## config.mk

```make
export PLATFORM = sky130hd
export DESIGN_NAME = stopwatch_ctrl
export DESIGN_NICKNAME = d
export VERILOG_FILES = /design/src/rtl/stopwatch_pkg.sv /design/src/rtl/stopwatch_ctrl_btn.sv /design/src/rtl/stopwatch_ctrl.sv
export SDC_FILE = /design/constraint.sdc
export NUM_CORES = 1
export LEC_CHECK = 0
export ABC_AREA = 1
export CORE_ASPECT_RATIO = 0.8
export CORE_MARGIN = 4
export CORE_UTILIZATION = 56
export CTS_CLUSTER_SIZE = 10
export DETAILED_ROUTE_END_ITERATION = 10
export GPL_TIMING_DRIVEN = 0
export PLACE_DENSITY_LB_ADDON = 0.1
export SLEW_MARGIN = 15
export SYNTH_ARGS = -nofsm -noshare
export SYNTH_HDL_FRONTEND = slang
export SYNTH_SLANG_ARGS = --single-unit
```

## constraint.sdc

```tcl
create_clock -name clock -period 1.3 [get_ports clock]
set_input_delay 0.26 -clock clock [delete_from_list [all_inputs] [get_ports clock]]
set_output_delay 0.26 -clock clock [all_outputs]
set_load 0.01 [all_outputs]
```

## src/rtl/stopwatch_pkg.sv

```systemverilog
// Shared types and elaboration-time helpers for the stopwatch control slice.
// The state encoding is also the led code driven to the board.
package stopwatch_pkg;

    typedef enum logic [1:0] {
        IDLE  = 2'b00,
        RUN   = 2'b01,
        PAUSE = 2'b10
    } state_t;

    function automatic int unsigned calc_div(input int unsigned clk_hz, input int unsigned tick_hz);
        return (tick_hz == 0) ? 0 : clk_hz / tick_hz;
    endfunction

    // Legal only when the tick divides the clock exactly and leaves at least two cycles per tick.
    function automatic bit div_ok(input int unsigned clk_hz, input int unsigned tick_hz);
        return (tick_hz != 0) && (clk_hz % tick_hz == 0) && (clk_hz / tick_hz >= 2);
    endfunction

    function automatic int unsigned cnt_width(input int unsigned n);
        return (n > 1) ? $clog2(n) : 1;
    endfunction

endpackage

```

## src/rtl/stopwatch_ctrl_btn.sv

```systemverilog
// Push-button conditioner: 2-FF synchronizer, debounce counter, rising-edge pulse.
// A held button yields exactly one single-cycle pulse; En low freezes the debouncer and masks the pulse.
module btn_conditioner
    import stopwatch_pkg::*;
#(
    parameter int unsigned DB_CYCLES = 1_000_000
) (
    input  logic clock,
    input  logic reset,
    input  logic En,
    input  logic btn_raw,
    output logic pulse
);

    localparam int unsigned    CW       = cnt_width(DB_CYCLES);
    localparam logic [CW-1:0]  CNT_LAST = CW'(DB_CYCLES - 1);

    logic          sync1;
    logic          sync2;
    logic          level;
    logic          level_d;
    logic [CW-1:0] cnt;

    always_ff @(posedge clock) begin
        if (reset) begin
            sync1   <= 1'b0;
            sync2   <= 1'b0;
            level   <= 1'b0;
            level_d <= 1'b0;
            cnt     <= '0;
            pulse   <= 1'b0;
        end else begin
            sync1   <= btn_raw;
            sync2   <= sync1;
            level_d <= level;
            pulse   <= En & level & ~level_d;
            // The level flips on the DB_CYCLES-th consecutive differing sample.
            if (En) begin
                if (sync2 == level) begin
                    cnt <= '0;
                end else if (cnt == CNT_LAST) begin
                    level <= sync2;
                    cnt   <= '0;
                end else begin
                    cnt <= cnt + CW'(1);
                end
            end
        end
    end

endmodule

```

## src/rtl/stopwatch_ctrl.sv

```systemverilog
// Stopwatch run/pause/clear sequencer: conditions start/stop/inc buttons and
// generates the registered count-enable tick and step/clear pulses for the digit counters.
module stopwatch_ctrl
    import stopwatch_pkg::*;
#(
    parameter int unsigned CLK_HZ    = 100_000_000,
    parameter int unsigned TICK_HZ   = 100,
    parameter int unsigned DB_CYCLES = 1_000_000
) (
    input  logic       clock,
    input  logic       reset,
    input  logic       En,
    input  logic       start,
    input  logic       stop,
    input  logic       inc,
    output logic       cnt_en,
    output logic       inc_step,
    output logic       clr,
    output logic [1:0] led
);

    localparam int unsigned   DIV      = calc_div(CLK_HZ, TICK_HZ);
    localparam int unsigned   DW       = cnt_width(DIV);
    localparam logic [DW-1:0] DIV_LAST = DW'(DIV - 1);

    if (!div_ok(CLK_HZ, TICK_HZ)) begin : g_div_check
        $error("stopwatch_ctrl: CLK_HZ/TICK_HZ must be an integer >= 2");
    end

    logic p_start;
    logic p_stop;
    logic p_inc;

    btn_conditioner #(.DB_CYCLES(DB_CYCLES)) u_start (
        .clock(clock), .reset(reset), .En(En), .btn_raw(start), .pulse(p_start)
    );
    btn_conditioner #(.DB_CYCLES(DB_CYCLES)) u_stop (
        .clock(clock), .reset(reset), .En(En), .btn_raw(stop), .pulse(p_stop)
    );
    btn_conditioner #(.DB_CYCLES(DB_CYCLES)) u_inc (
        .clock(clock), .reset(reset), .En(En), .btn_raw(inc), .pulse(p_inc)
    );

    state_t        state;
    state_t        state_nx;
    logic [DW-1:0] div;
    logic [DW-1:0] div_nx;
    logic          cnt_en_nx;
    logic          inc_step_nx;
    logic          clr_nx;

    always_ff @(posedge clock) begin
        if (reset) begin
            state    <= IDLE;
            div      <= '0;
            cnt_en   <= 1'b0;
            inc_step <= 1'b0;
            clr      <= 1'b1;
        end else begin
            state    <= state_nx;
            div      <= div_nx;
            cnt_en   <= cnt_en_nx;
            inc_step <= inc_step_nx;
            clr      <= clr_nx;
        end
    end

    // Priority stop > start > inc; in IDLE a stop pulse is a no-op that still consumes the cycle.
    always_comb begin
        state_nx    = state;
        div_nx      = div;
        cnt_en_nx   = 1'b0;
        inc_step_nx = 1'b0;
        clr_nx      = 1'b0;
        if (En) begin
            unique case (state)
                IDLE: begin
                    div_nx = '0;
                    if (!p_stop) begin
                        if (p_start) begin
                            state_nx = RUN;
                        end else if (p_inc) begin
                            inc_step_nx = 1'b1;
                        end
                    end
                end
                RUN: begin
                    if (div == DIV_LAST) begin
                        div_nx    = '0;
                        cnt_en_nx = 1'b1;
                    end else begin
                        div_nx = div + DW'(1);
                    end
                    if (p_stop) begin
                        state_nx = PAUSE;
                    end
                end
                PAUSE: begin
                    if (p_stop) begin
                        state_nx = IDLE;
                        clr_nx   = 1'b1;
                    end else if (p_start) begin
                        state_nx = RUN;
                    end else if (p_inc) begin
                        inc_step_nx = 1'b1;
                    end
                end
                default: begin
                    state_nx = IDLE;
                end
            endcase
        end
    end

    assign led = state;

endmodule

```

==> results.py <==
metrics = {
    "layout": {
        "fillerInstances": 508,
        "drive_above_1_share_pct": 39.0,
        "antenna_cells": 0,
        "final_common_cell": "nand2_1",
        "final_cell_mix": "nand2_1, inv_1, nor2_1, dfxtp_1, a21oi_2",
        "instances_no_fill": 1048,
        "layout-area-overhead-vs-synth_pct": 41.0,
        "final_nets": 939,
        "final_area_um2": 7710,
    },
    "setup_path": {
        "cp_slowest_cell": "dfxtp_1",
        "reg2reg_from": "div[7]",
        "crit_top_cell": "nand2_1",
        "max_stage_delay_ps": 450,
        "worstRegToRegCells": 8,
        "crit_start": "div[7]",
        "crit_arrival_ps": 1860,
        "required_ps": 1550,
        "r2r_slack_ps": -300,
        "start_kind": "flip-flop",
        "path_depth": 8,
        "timing.rr.end": "div[18]",
        "cp_max_fo": 6,
        "critPathKind": "reg -> reg",
        "cp_top_family": "simple AND/OR/NAND/NOR gates",
        "cp-end-kind": "flip-flop",
        "cp.buffers_inverters": 1,
        "crit_chain": "nand2_1 -> nor2_4 -> nand2_2 -> nor2_2 -> nand3b_1 -> nand3_1 -> nand2_1 -> inv_1",
        "endpoint": "div[18]",
    },
    "yosys": {
        "synth_nets": 859,
        "synth.area.mux_share_pct": 0,
        "synth_top_family_by_area": "simple AND/OR/NAND/NOR gates",
        "post_synth.cell_area_avg_um2": 6.44,
        "syn-cell-area_um2": 5470,
        "synth-adder-area-share_pct": 0.916,
        "synth_xor_area_share_pct": 3.37,
        "yosysWarningCount": 0,
        "ys_ff_latch": 100,
        "synth_compound_area_share_pct": 12.1,
        "ys_seq_area_share_pct": 36.6,
        "synthCells": 849,
        "netlist-cell-type-count": 35,
        "synth-simple-area-share_pct": 38.5,
    },
    "detailed_routing": {
        "final_antenna_net_count": 0,
        "firstDrtPassIters": 9,
        "num_vias": 6389,
        "routed_wl_mm": 19.4,
        "post-route-drc-count": 0,
        "vias_per_cell": 6.10,
        "wire_per_inst_um": 18.5,
        "dr.first_iter.drc_count": 661,
    },
    "timing": {
        "slew_viol_final": 0,
        "setup_violations": 84,
        "fmax_ghz": 0.624,
        "period_needed_ps": 1600,
        "hold_viol": 0,
        "rsz0062_at_grt": "true",
        "timing.final.crit_share_pct": 123,
        "skew_ps": 6.88,
        "tightest_slew_ps": 516,
        "slew_headroom_pct": 65.6,
        "worst_slack_ps": -303,
    },
    "placed_design": {
        "io_buffers": 10,
        "dp_cells": 974,
        "gp_congestion": 0.883,
        "dpl-instance-area_um2": 5850,
        "dp_worst_setup_slack_ps": -773,
        "dp_hpwl_mm": 9.48,
    },
    "global_route": {
        "grt_pass1_vias": 5700,
        "antenna_found_initial": 0,
        "grt_pass1_wl_mm": 26.8,
        "gr-total-overflow": 0,
        "grt_usage_pct": 28.8,
        "grt_max_degree": 15,
    },
    "cts": {
        "cts_tree": "done",
        "clock_sinks": 100,
        "htreeDepth": 3,
        "path_clk_slew_ps": 70,
        "insertion_delay_ps": 350,
        "cts_buffer_depth": 2,
        "cts_hold_buf": 0,
        "cts-root-buf": "clkbuf_16",
        "cts_buffers": 9,
    },
    "flow_run": {
        "drv_cap": 0,
    },
    "floorplanning": {
        "core.rowCount": 31,
        "fp.coreArea_um2": 9270,
        "dieHeight_um": 96.4,
        "io_pins": 11,
        "die_area_um2": 11400,
        "die_w_um": 118,
        "start_util_pct": 59.0,
    },
    "power_and_ir_drop": {
        "p_leak_nw": 2.80,
        "powerDensity_nw_per_um2": 804,
        "p_total_mw": 6.19,
        "peakVddDrop_uv": 870,
    },
    "worst_hold_path": {
        "hp-class": "reg -> reg",
    },
    "outcome": {
        "violations": "negative setup slack",
        "status": "complete, but fails checks",
    },
}
-- report_power, final --
group	total, mW	switching [mW]	internal (mW)
Clock	2.72	1.19	1.54
Sequential	3.07	0.0168	3.06
Combinational	0.395	0.263	0.132
Total	6.19	1.47	4.72
-- cells in the mapped netlist (all sizes together) --
cell type | n | area [µm²]
nand2 | 266 | 1020
nor2 | 114 | 495
dfxtp | 100 | 2000
inv | 90 | 340
a21oi | 78 | 390
nand3 | 51 | 270
o21ai | 39 | 195
nand4 | 21 | 131
nor3 | 16 | 95.1
xor2 | 15 | 131
clkbuf | 14 | 52.6
buf | 10 | 67.6
or2 | 7 | 43.8
xnor2 | 6 | 52.6
ha | 4 | 50.1
nor4 | 4 | 25.0
o21a | 4 | 30.0
nand3b | 3 | 22.5
o211ai | 2 | 15.0
o31ai | 2 | 15.0
a21o | 1 | 7.51
clkinv | 1 | 3.75
o21bai | 1 | 7.51
-- flip-flops by register name (all words and copies together), names as in the netlist, 2 cells and up --
| register | cells |
|---|---|
| u_start.cnt | 20 |
| led | 2 |
| div | 20 |
| u_stop.cnt | 20 |
| u_inc.cnt | 20 |
-- worst min-delay path by stage --
stage,depth (start not counted),endpoint,startpoint
floorplan,2,u_inc.sync1,inc
CTS,1,u_stop.pulse,u_stop.level_d
global route,1,u_stop.pulse,u_stop.level_d
global placement,1,u_stop.pulse,u_stop.level_d
finish,1,u_stop.pulse,u_stop.level_d
detailed placement,1,u_stop.pulse,u_stop.level_d
-- layer usage --
metal | vias to the layer above | global-route usage [%] | routed length (µm)
li1 | 2883 | - | -
met2 | 385 | 51.9 | 9530
met5 | - | 0 | 0
met4 | 0 | 10.4 | 926
met1 | 3004 | 34.5 | 7510
met3 | 117 | 6.17 | 1440
-- cells by family after synthesis --
group | count (synthesis)
flops | 100
fa+ha+maj | 4
simple gates | 482
buf+inv | 115
xor+xnor | 21
compound gates | 127
-- per-stage QoR --
step	utilization (%)	hold WS, ps	setup TNS (ps)
after floorplan	-	367	-776
after global placement	63.1	380	-55820
after detailed placement	63.1	385	-57380
after CTS	76.6	396	-5830
after global routing	83.1	414	-16990
final	83.1	394	-12470
-- area by class of cell --
| type | instances | area, µm² | area share, % |
|---|---|---|---|
| sequential | 100 | 2090 | 27.2 |
| buffer | 22 | 149 | 1.93 |
| timing repair buffer | 70 | 679 | 8.81 |
| multi-input combinational | 634 | 3970 | 51.5 |
| inverter | 91 | 373 | 4.84 |
| timing repair inverter | 1 | 11.3 | 0.146 |
| tap | 115 | 144 | 1.87 |
| clock inverter | 2 | 35.0 | 0.455 |
| clock buffer | 13 | 250 | 3.25 |
-- worst reg2reg max path, cell delays in order, from the launching register on --
cell,delay (ps)
dfxtp_1,450
nand2_1,180
nor2_4,220
nand2_2,110
nor2_2,110
nand3b_1,150
nand3_1,130
nand2_1,100
inv_1,40
-- what timing repair did --
item,4_1_cts,5_1_grt
endpoints found under the hold margin,0,0
gates cloned,5,0
resized for setup,211,148
endpoints found under the setup margin,101,84
buffers inserted,45,12
pin swaps,48,62
No activity file was read; power rests on OpenSTA's default activity.
